<file path="src/rtl/speed_ramp_pkg.sv">
// Shared types and helpers for the trapezoidal speed-ramp sequencer.
package speed_ramp_pkg;

    localparam int SPEED_W = 8;

    typedef enum logic [1:0] {
        ST_IDLE   = 2'd0,
        ST_ACCEL  = 2'd1,
        ST_CRUISE = 2'd2,
        ST_DECEL  = 2'd3
    } state_t;

    // Sum is formed one bit wider so it can never wrap before clamping.
    function automatic logic [SPEED_W-1:0] sat_add(input logic [SPEED_W-1:0] a,
                                                   input logic [SPEED_W-1:0] b,
                                                   input logic [SPEED_W-1:0] lim);
        logic [SPEED_W:0] sum;
        sum = {1'b0, a} + {1'b0, b};
        return (sum >= {1'b0, lim}) ? lim : sum[SPEED_W-1:0];
    endfunction

    function automatic logic [SPEED_W-1:0] sat_sub(input logic [SPEED_W-1:0] a,
                                                   input logic [SPEED_W-1:0] b,
                                                   input logic [SPEED_W-1:0] lo);
        logic [SPEED_W-1:0] diff;
        diff = a - b;
        return ((a < b) || (diff < lo)) ? lo : diff;
    endfunction

    function automatic logic [SPEED_W-1:0] min_speed(input logic [SPEED_W-1:0] a,
                                                     input logic [SPEED_W-1:0] b);
        return (a < b) ? a : b;
    endfunction

endpackage

</file>
<file path="src/rtl/speed_tick_gen.sv">
// Speed-update prescaler: one-cycle tick every TICK_DIV clocks, restartable by i_clr.
module speed_tick_gen #(
    parameter int TICK_DIV = 20000
) (
    input  logic i_clk,
    input  logic i_rst_n,
    input  logic i_clr,
    output logic o_tick
);

    localparam int CNT_W = (TICK_DIV > 2) ? $clog2(TICK_DIV) : 1;
    localparam logic [CNT_W-1:0] LAST = CNT_W'(TICK_DIV - 1);

    logic [CNT_W-1:0] r_cnt;

    assign o_tick = (r_cnt == LAST);

    always_ff @(posedge i_clk or negedge i_rst_n) begin
        if (!i_rst_n)
            r_cnt <= '0;
        else if (i_clr || o_tick)
            r_cnt <= '0;
        else
            r_cnt <= r_cnt + CNT_W'(1);
    end

endmodule

</file>
<file path="src/rtl/speed_ramp_ctrl.sv">
// Trapezoidal speed-profile sequencer feeding a speed_clk generator.
// Define SPEED_RAMP_SOFT_ABORT_EN to make abort ramp down instead of stopping at once.
module speed_ramp_ctrl
    import speed_ramp_pkg::*;
#(
    parameter int XTAL_CLK = 20000000,
    parameter int TICK_DIV = 20000,
    parameter int STEP_W   = 16
) (
    input  logic               sys_clk,
    input  logic               sys_rst_l,
    input  logic               cmd_valid,
    output logic               cmd_ready,
    input  logic [SPEED_W-1:0] cmd_speed,
    input  logic [SPEED_W-1:0] cmd_accel,
    input  logic [STEP_W-1:0]  cmd_steps,
    input  logic               abort,
    input  logic               step_pulse,
    output logic [SPEED_W-1:0] speed,
    output logic               change_readyH,
    output logic [SPEED_W-1:0] accelerate,
    output logic               run,
    output logic               done,
    output logic [1:0]         state
);

    state_t             r_state, w_state_next, w_eff_state;
    logic [SPEED_W-1:0] r_speed, w_speed_next, r_accel, w_accel_next;
    logic [SPEED_W-1:0] r_target, w_target_next, r_floor, w_floor_next;
    logic [STEP_W-1:0]  r_remaining, w_remaining_next, r_ramp_steps, w_ramp_next;
    logic               r_run, w_run_next, r_done, w_done_next, r_change, w_change_next;
    logic               r_abort_req, w_abort_next;
    logic               w_accept, w_tick, w_end;

    assign cmd_ready = (r_state == ST_IDLE) && !abort;
    assign w_accept  = cmd_valid && cmd_ready;

    // A nonsensical clock/divider pairing leaves the ramp frozen rather than ticking wildly.
    if (XTAL_CLK > 0 && TICK_DIV >= 2) begin : g_tick
        speed_tick_gen #(.TICK_DIV(TICK_DIV)) u_tick (
            .i_clk   (sys_clk),
            .i_rst_n (sys_rst_l),
            .i_clr   (w_accept),
            .o_tick  (w_tick)
        );
    end else begin : g_no_tick
        assign w_tick = 1'b0;
    end

    always_comb begin
        w_state_next     = r_state;
        w_eff_state      = r_state;
        w_speed_next     = r_speed;
        w_accel_next     = r_accel;
        w_target_next    = r_target;
        w_floor_next     = r_floor;
        w_remaining_next = r_remaining;
        w_ramp_next      = r_ramp_steps;
        w_run_next       = r_run;
        w_done_next      = 1'b0;
        w_abort_next     = r_abort_req;
        w_end            = 1'b0;

        if (r_state == ST_IDLE) begin
            if (w_accept) begin
                w_accel_next     = cmd_accel;
                w_target_next    = cmd_speed;
                w_floor_next     = min_speed(cmd_accel, cmd_speed);
                w_remaining_next = cmd_steps;
                w_ramp_next      = '0;
                w_abort_next     = 1'b0;
                if (cmd_steps == '0 || cmd_speed == '0) begin
                    w_done_next = 1'b1;
                end else if (cmd_accel == '0) begin
                    w_speed_next = cmd_speed;
                    w_state_next = ST_CRUISE;
                    w_run_next   = 1'b1;
                end else begin
                    w_speed_next = min_speed(cmd_accel, cmd_speed);
                    w_state_next = ST_ACCEL;
                    w_run_next   = 1'b1;
                end
            end
        end else begin
            // Count the step first so the tick and decel test see fresh counts.
            if (step_pulse) begin
                w_remaining_next = (r_remaining != '0) ? r_remaining - STEP_W'(1) : '0;
                if (r_state == ST_ACCEL && !(&r_ramp_steps))
                    w_ramp_next = r_ramp_steps + STEP_W'(1);
            end
`ifdef SPEED_RAMP_SOFT_ABORT_EN
            if (abort)
                w_abort_next = 1'b1;
            w_end = (w_remaining_next == '0);
`else
            w_end = (w_remaining_next == '0) || abort;
`endif
            if (r_state != ST_DECEL && (w_remaining_next <= w_ramp_next || w_abort_next))
                w_eff_state = ST_DECEL;
            if (w_tick && w_eff_state == ST_DECEL && w_abort_next && r_speed == r_floor)
                w_end = 1'b1;

            if (w_end) begin
                w_speed_next = '0;
                w_state_next = ST_IDLE;
                w_run_next   = 1'b0;
                w_done_next  = 1'b1;
                w_abort_next = 1'b0;
            end else begin
                w_state_next = w_eff_state;
                if (w_tick) begin
                    case (w_eff_state)
                        ST_ACCEL: w_speed_next = sat_add(r_speed, r_accel, r_target);
                        ST_DECEL: w_speed_next = sat_sub(r_speed, r_accel, r_floor);
                        default:  w_speed_next = r_speed;
                    endcase
                end
                if (w_eff_state == ST_ACCEL && w_speed_next == r_target)
                    w_state_next = ST_CRUISE;
            end
        end

        w_change_next = (w_speed_next != r_speed);
    end

    always_ff @(posedge sys_clk or negedge sys_rst_l) begin
        if (!sys_rst_l) begin
            r_state      <= ST_IDLE;
            r_speed      <= '0;
            r_accel      <= '0;
            r_target     <= '0;
            r_floor      <= '0;
            r_remaining  <= '0;
            r_ramp_steps <= '0;
            r_run        <= 1'b0;
            r_done       <= 1'b0;
            r_change     <= 1'b0;
            r_abort_req  <= 1'b0;
        end else begin
            r_state      <= w_state_next;
            r_speed      <= w_speed_next;
            r_accel      <= w_accel_next;
            r_target     <= w_target_next;
            r_floor      <= w_floor_next;
            r_remaining  <= w_remaining_next;
            r_ramp_steps <= w_ramp_next;
            r_run        <= w_run_next;
            r_done       <= w_done_next;
            r_change     <= w_change_next;
            r_abort_req  <= w_abort_next;
        end
    end

    assign speed         = r_speed;
    assign accelerate    = r_accel;
    assign change_readyH = r_change;
    assign run           = r_run;
    assign done          = r_done;
    assign state         = r_state;

endmodule

</file>
<file path="config.mk">
export PLATFORM = sky130hd
export DESIGN_NAME = speed_ramp_ctrl
export DESIGN_NICKNAME = d
export VERILOG_FILES = /design/src/rtl/speed_ramp_pkg.sv /design/src/rtl/speed_tick_gen.sv /design/src/rtl/speed_ramp_ctrl.sv
export SDC_FILE = /design/constraint.sdc
export NUM_CORES = 1
export LEC_CHECK = 0
export ABC_AREA = 1
export CAP_MARGIN = 5
export CORE_MARGIN = 2
export CORE_UTILIZATION = 60
export DETAILED_ROUTE_END_ITERATION = 10
export HOLD_SLACK_MARGIN = 0.1
export PLACE_DENSITY = 0.82
export SLEW_MARGIN = 20
export SYNTH_ARGS = -nofsm -noshare
export SYNTH_HDL_FRONTEND = slang
export SYNTH_SLANG_ARGS = --single-unit
export TNS_END_PERCENT = 30
</file>
<file path="constraint.sdc">
create_clock -name sys_clk -period 4.27 [get_ports sys_clk]
set_input_delay 0.427 -clock sys_clk [delete_from_list [all_inputs] [get_ports sys_clk]]
set_output_delay 0.427 -clock sys_clk [all_outputs]
set_load 0.02 [all_outputs]
</file>
==> results_dict.tcl, run 1 <==
set metrics [dict create \
    run_status "finished, final reports clean" \
    r2r_start "r_ramp_steps[0]" \
    io_pins 59 \
    drive_gt1_frac 0.0888 \
    yosysUniqueCellTypes 46 \
    drtPass1Iterations 6 \
    synthCells 1038 \
    r2r_end "state[0]" \
    nNetsFinal 1197 \
    cts_tree "done" \
    pwr_density_cell_nw_per_um2 839 \
    track_usage 0.318 \
    ant_nets 0 \
    dp_slack_ns -0.0756 \
    cts_sinks 84 \
    fmax_mhz 244 \
    post_drt_via_cell_ratio 5.67 \
    fin_ws_ns 0.177 \
    r2r_cells 25 \
    yosys.area.top_type "dfrtp_1" \
    synth.most_common_cell "nand2_1" \
    worstPathArrival_ns 4.33 \
    syn2layout_area_growth_pct 16.7 \
    nFillCells 966 \
    worstPathRequired_ns 4.50 \
    dp_cells 1227 \
    grt-ovfl-total 0 \
    wl_per_cell_um 15.9 \
    fin_crit_sh 0.958 \
    multiInputGateArea_um2 4370 \
    syn-mean-instance-area_um2 6.90 \
    peakVddDrop_v 0.000434 \
    final-hold-violation-count 0 \
    ys.flop_type "dfrtp_1" \
    seqCellArea_um2 2100 \
    vias 7073 \
    grt_pass1_vias 6468 \
    antenna_found_initial 1 \
    port_buffers 58 \
    finalSetupViolations 0 \
    max-slew-margin-rel 0.573 \
    cp-startpoint "r_ramp_steps[0]" \
    crit_path_end "state[0]" \
    ys_async_sr_fraction 1.00 \
    yosys-top-cells-area "dfrtp_1 29%, nand2_1 14%, ha_1 10%" \
    whs_ns 0.463 \
    grt_pass1_wl_um 32300 \
    synth-seq-cells 84 \
    clock_path_buffers 2 \
    die_x_um 113 \
    numCtsBuffers 9 \
    fin_skew_ns 0.00629 \
    dieArea_um2 12800 \
    synth_top_area_share 0.293 \
    grt_max_degree 45 \
    wirelength_um 19800 \
    hold_path_class "reg -> reg" \
    path_class "reg -> reg" \
    totalPowerFinal_w 0.00701 \
    synth.cells.most_frequent "269 x nand2_1, 165 x inv_1, 84 x dfrtp_1, 84 x nand3_1, 68 x nor2_1" \
    diodes 0 \
    yosysSeqAreaShare 0.293 \
    reg2reg_slack_ns 0.18 \
    syn_nets 1135 \
    period_minus_slack_ns 4.09 \
    synth_edf_count 0 \
    h-tree-depth 3 \
    dp_hpwl_um 15000 \
    gp_congestion 0.942 \
    coreArea_um2 11500 \
    fin_cells 1247 \
    drt_iter0_markers 759 \
    syn_area_um2 7170 \
    slew_violations 0 \
    max_cap_violations 0 \
    drc 0 \
    placementRows 39 \
    start_util 0.622 \
    die_h_um 113 \
    cp_max_fo 8 \
    yosys_warnings 0 \
    ctsRootBufferMaster "clkbuf_16" \
    critPathLaunchType "register" \
    leakagePower_nw 4.29 \
    clk_latency_ns 0.35 \
    crit_path_end_kind "register" \
    clkTransAtPathRegs_ns 0.07 \
    worst_slew_pin_slew_ns 0.634 \
]
-- power by group --
group	switching [W]	total (W)	leakage [nW]	internal [W]
logic	0.00296	0.00463	3.03	0.00167
registers	0.000338	0.00142	1.09	0.00108
clock network	0.000343	0.000973	0.172	0.000630
-- what timing repair did --
item / CTS / global route
setup buffers: 0 / 4
hold buffers: 1 / 0
setup endpoints to repair: 0 / 3
endpoints found under the hold margin: 43 / 0
gates resized for setup: 0 / 18
-- per-layer routing --
| metal | wire length, um | global-route usage | part of all wire | vias to the layer above |
|---|---|---|---|---|
| li1 | - | - | - | 3507 |
| met1 | 9430 | 0.485 | 0.48 | 3244 |
| met3 | 1610 | 0.0552 | 0.081 | 30 |
| met2 | 8470 | 0.470 | 0.43 | 292 |
| met5 | 0 | 0 | 0 | - |
| met4 | 291 | 0.0756 | 0.015 | 0 |
-- critical path: stages (launching register included) --
cell        delay (ns)
dfrtp_1           0.39
ha_1              0.23
nand3_2           0.09
nand3b_1          0.12
nand2_1           0.08
inv_2             0.07
nand3_1           0.13
nor2_2            0.23
nand3_2           0.14
nor3_4            0.23
nand3_2           0.12
xor2_2            0.17
ha_1              0.30
nand2_1           0.10
nor3_2            0.15
nand2_1           0.08
nand2_1           0.09
nand3_1           0.12
nand2_2           0.12
clkinvlp_4        0.22
nand3_1           0.25
nand3_1           0.10
nand2_1           0.10
nand3_1           0.12
o21bai_1          0.15
a21oi_1           0.08
-- stage by stage --
stage	util	TNS, ns	instance area (um^2)
final	0.726	0	8360
after global routing	0.726	-0.314	8360
after CTS	0.717	0	8250
after detailed placement	0.684	-0.149	7880
after global placement	0.684	0	7880
after floorplan	-	0	7170
-- registers in the layout, summed over array words and instances (netlist names), 2 cells and up --
signal               flops
r_floor                  8
r_remaining             16
speed                    8
g_tick.u_tick.r_cnt     15
r_target                 8
r_ramp_steps            16
state                    2
accelerate               8
-- cells in the final DEF (no fill, tap or decap), types with 25 or more instances in the layout --
master,Yosys,routed
nand3_1,84,74
inv_1,165,164
nand4_1,27,27
xor2_1,26,25
dfrtp_1,84,84
nor2_1,68,67
clkdlybuf4s50_1,0,57
a21oi_1,41,41
ha_1,58,58
nand2_1,269,269
o21ai_0,59,58
-- worst min-delay path by stage --
stage / cells after the start / startpoint / end / slack [ns]
floorplan: 0 / sys_rst_l / accelerate[0] / 0.13
global placement: 1 / g_tick.u_tick.r_cnt[0] / g_tick.u_tick.r_cnt[0] / 0.45
detailed placement: 1 / sys_rst_l / g_tick.u_tick.r_cnt[0] / 0.46
CTS: 1 / g_tick.u_tick.r_cnt[0] / g_tick.u_tick.r_cnt[0] / 0.47
global route: 1 / g_tick.u_tick.r_cnt[0] / g_tick.u_tick.r_cnt[0] / 0.50
finish: 1 / g_tick.u_tick.r_cnt[0] / g_tick.u_tick.r_cnt[0] / 0.46
-- kinds of logic after synthesis --
group / count (synthesis) / synth area share
simple gates: 518 / 0.335
fa+ha+maj: 60 / 0.107
buf+inv: 197 / 0.107
compound gates: 151 / 0.123
xor+xnor: 28 / 0.0342
flops: 84 / 0.293
-- final cells by class --
cell class                      instances  area share
Clock buffer                            9      0.0269
Clock inverter                          6      0.0163
Inverter                              176      0.0795
Multi-Input combinational cell        757       0.523
Sequential cell                        84       0.251
Tap cell                              143      0.0214
Timing Repair Buffer                   72      0.0817
(Power assumes the default switching activity.)
==> run 2, diff against run 1 <==
- CORE_ASPECT_RATIO: unset -> 1.2
- PLACE_DENSITY: 0.82 -> unset
- PLACE_DENSITY_LB_ADDON: unset -> 0.08
==> run 2 against run 1 <==
  * First-iteration DRC count fell by 44%
  * Design area fell by 0.61%
  * Clock skew barely moved
  * Worst setup slack improved by 0.18 ns
  * Critical path depth did not move
  * Sequential share of layout area rose by 0.17 points
  * Largest power group unchanged
  * Core utilization fell by 1.1 points
  * Global-route usage rose by 0.93 points
  * Flip-flop and latch count did not move
  * Register-to-register slack improved by 0.18 ns
  * Final cell count rose by 1.1%
==> results_dict.tcl, run 2 (synthesized netlist as in run 1, its figures left out) <==
set metrics [dict create \
    run_status "finished, final reports clean" \
    reg2reg_slack_ns 0.36 \
    layout_common_cells "269 x nand2_1, 164 x inv_1, 83 x dfrtp_1" \
    gp_congestion 0.982 \
    dieArea_um2 12800 \
    cts_sinks 84 \
    nNetsFinal 1196 \
    drc 0 \
    wirelength_um 20600 \
    cp_max_fo 8 \
    clk_latency_ns 0.34 \
    ctsRootBufferMaster "clkbuf_16" \
    finalSetupViolations 0 \
    hold_depth 1 \
    grt_util_met3 0.0366 \
    track_usage 0.327 \
    design_area_um2 8310 \
    fin_cells 1261 \
    numCtsBuffers 9 \
    fin_crit_sh 0.916 \
    fmax_mhz 256 \
    whs_ns 0.460 \
    period_minus_slack_ns 3.91 \
    grt_pass1_vias 6859 \
    grt-ovfl-total 0 \
    dp_cells 1242 \
    start_util 0.617 \
    placementRows 43 \
    pwr_density_cell_nw_per_um2 825 \
    slew_violations 0 \
    tns_ns 0 \
    hold_path_class "reg -> reg" \
    cts_tree "done" \
    worstPathRequired_ns 4.50 \
    worst_hold_path.endpoint "g_tick.u_tick.r_cnt[0]" \
    max-slew-margin-rel 0.489 \
    final_core_utilization 0.715 \
    dp_hpwl_um 15900 \
    path_class "reg -> reg" \
    drive_gt1_frac 0.0888 \
    ant_nets 0 \
    worstPathArrival_ns 4.13 \
    busiest_layer "met2" \
    min_from "g_tick.u_tick.r_cnt[0]" \
    leakagePower_nw 4.24 \
    die_h_um 124 \
    final_common_cell "nand2_1" \
    use_met2 0.597 \
    io_pins 59 \
    coreArea_um2 11600 \
    met1_usage 0.376 \
    post_drt_via_cell_ratio 5.66 \
    die_x_um 104 \
    clkTransAtPathRegs_ns 0.07 \
    vias 7140 \
    reg_top3 "r_ramp_steps: 16 flops, r_remaining: 16 flops, g_tick.u_tick.r_cnt: 15 flops" \
    r2r_end "state[0]" \
    wl_per_cell_um 16.3 \
    drtPass1Iterations 5 \
    dpl_cell_area_um2 7910 \
    grt_pass1_wl_um 33100 \
    worst_slew_pin_slew_ns 0.764 \
    fin_skew_ns 0.00663 \
    peakVddDrop_v 0.000387 \
    clock_path_buffers 2 \
    antenna_found_initial 0 \
    r2r_cells 25 \
    diodes 0 \
    crit_path_end_kind "register" \
    nFillCells 1033 \
    r2r_start "r_ramp_steps[0]" \
    grt_max_degree 46 \
    final-hold-violation-count 0 \
    max_cap_violations 0 \
    port_buffers 58 \
    critPathLaunchType "register" \
    drt_iter0_markers 422 \
    h-tree-depth 3 \
    syn2layout_area_growth_pct 16.0 \
]
-- run 2: area by class of cell --
class | instances | area, um^2 | area share
Clock buffer | 9 | 225 | 0.0271
Clock inverter | 7 | 82.6 | 0.00994
Inverter | 176 | 664 | 0.0800
Multi-Input combinational cell | 757 | 4360 | 0.525
Sequential cell | 84 | 2100 | 0.253
Tap cell | 157 | 196 | 0.0236
Timing Repair Buffer | 71 | 678 | 0.0816
-- run 2: where the power goes --
group	switching, W	internal [W]	leakage, nW
Sequential	0.000339	0.00108	1.08
Clock	0.000360	0.000465	0.150
Combinational	0.00295	0.00167	3.01
-- run 2: stage by stage --
| stage | power [W] | setup WS, ns |
|---|---|---|
| after floorplan | 0.00471 | 0.571 |
| after global placement | 0.00581 | 0.0970 |
| after detailed placement | 0.00588 | -0.0561 |
| after CTS | 0.00674 | 0.175 |
| after global routing | 0.00754 | -0.0564 |
| final | 0.00686 | 0.361 |
-- run 2: critical path, stage by stage, from the launching register on --
cell and delay, ns:
dfrtp_1 0.38, ha_1 0.23, nand3_2 0.10, nand3b_1 0.13, nand2_1 0.08, buf_4 0.17
nor3_1 0.21, nand2_1 0.11, nor2_1 0.13, xor2_1 0.33, ha_1 0.19, nand4_1 0.10
nor3_2 0.22, nand2_1 0.07, nand2_1 0.11, nand3_2 0.11, nand2_2 0.11, clkinvlp_4 0.20
nand3_2 0.14, nand2_1 0.07, nand2_1 0.07, nand2_1 0.06, nor2_1 0.10, nand3_1 0.13
o21bai_1 0.17, a21oi_1 0.08
-- run 2: worst max-delay path by stage --
stage                               end             from  cells after the start  slack (ns)
after floorplan           change_readyH  r_ramp_steps[0]                     29        0.57
after global placement    change_readyH       step_pulse                     29         0.1
after detailed placement  change_readyH       step_pulse                     29       -0.06
after CTS                      state[0]  r_ramp_steps[0]                     27        0.18
after global routing           state[0]  r_ramp_steps[7]                     29       -0.06
final                          state[0]  r_ramp_steps[0]                     25        0.36
-- run 2: what timing repair did --
action / 4_1_cts / 5_1_grt
setup buffers: 0 / 2
hold endpoints to repair: 15 / 0
resized for setup: 0 / 17
endpoints found under the setup margin: 0 / 3
hold buffers: 1 / 0
-- run 2: layer usage --
metal  wire length, um  share of wire
met1              8150           0.40
met2             10300           0.50
met3               994          0.048
met4              1150          0.056
met5                 0              0
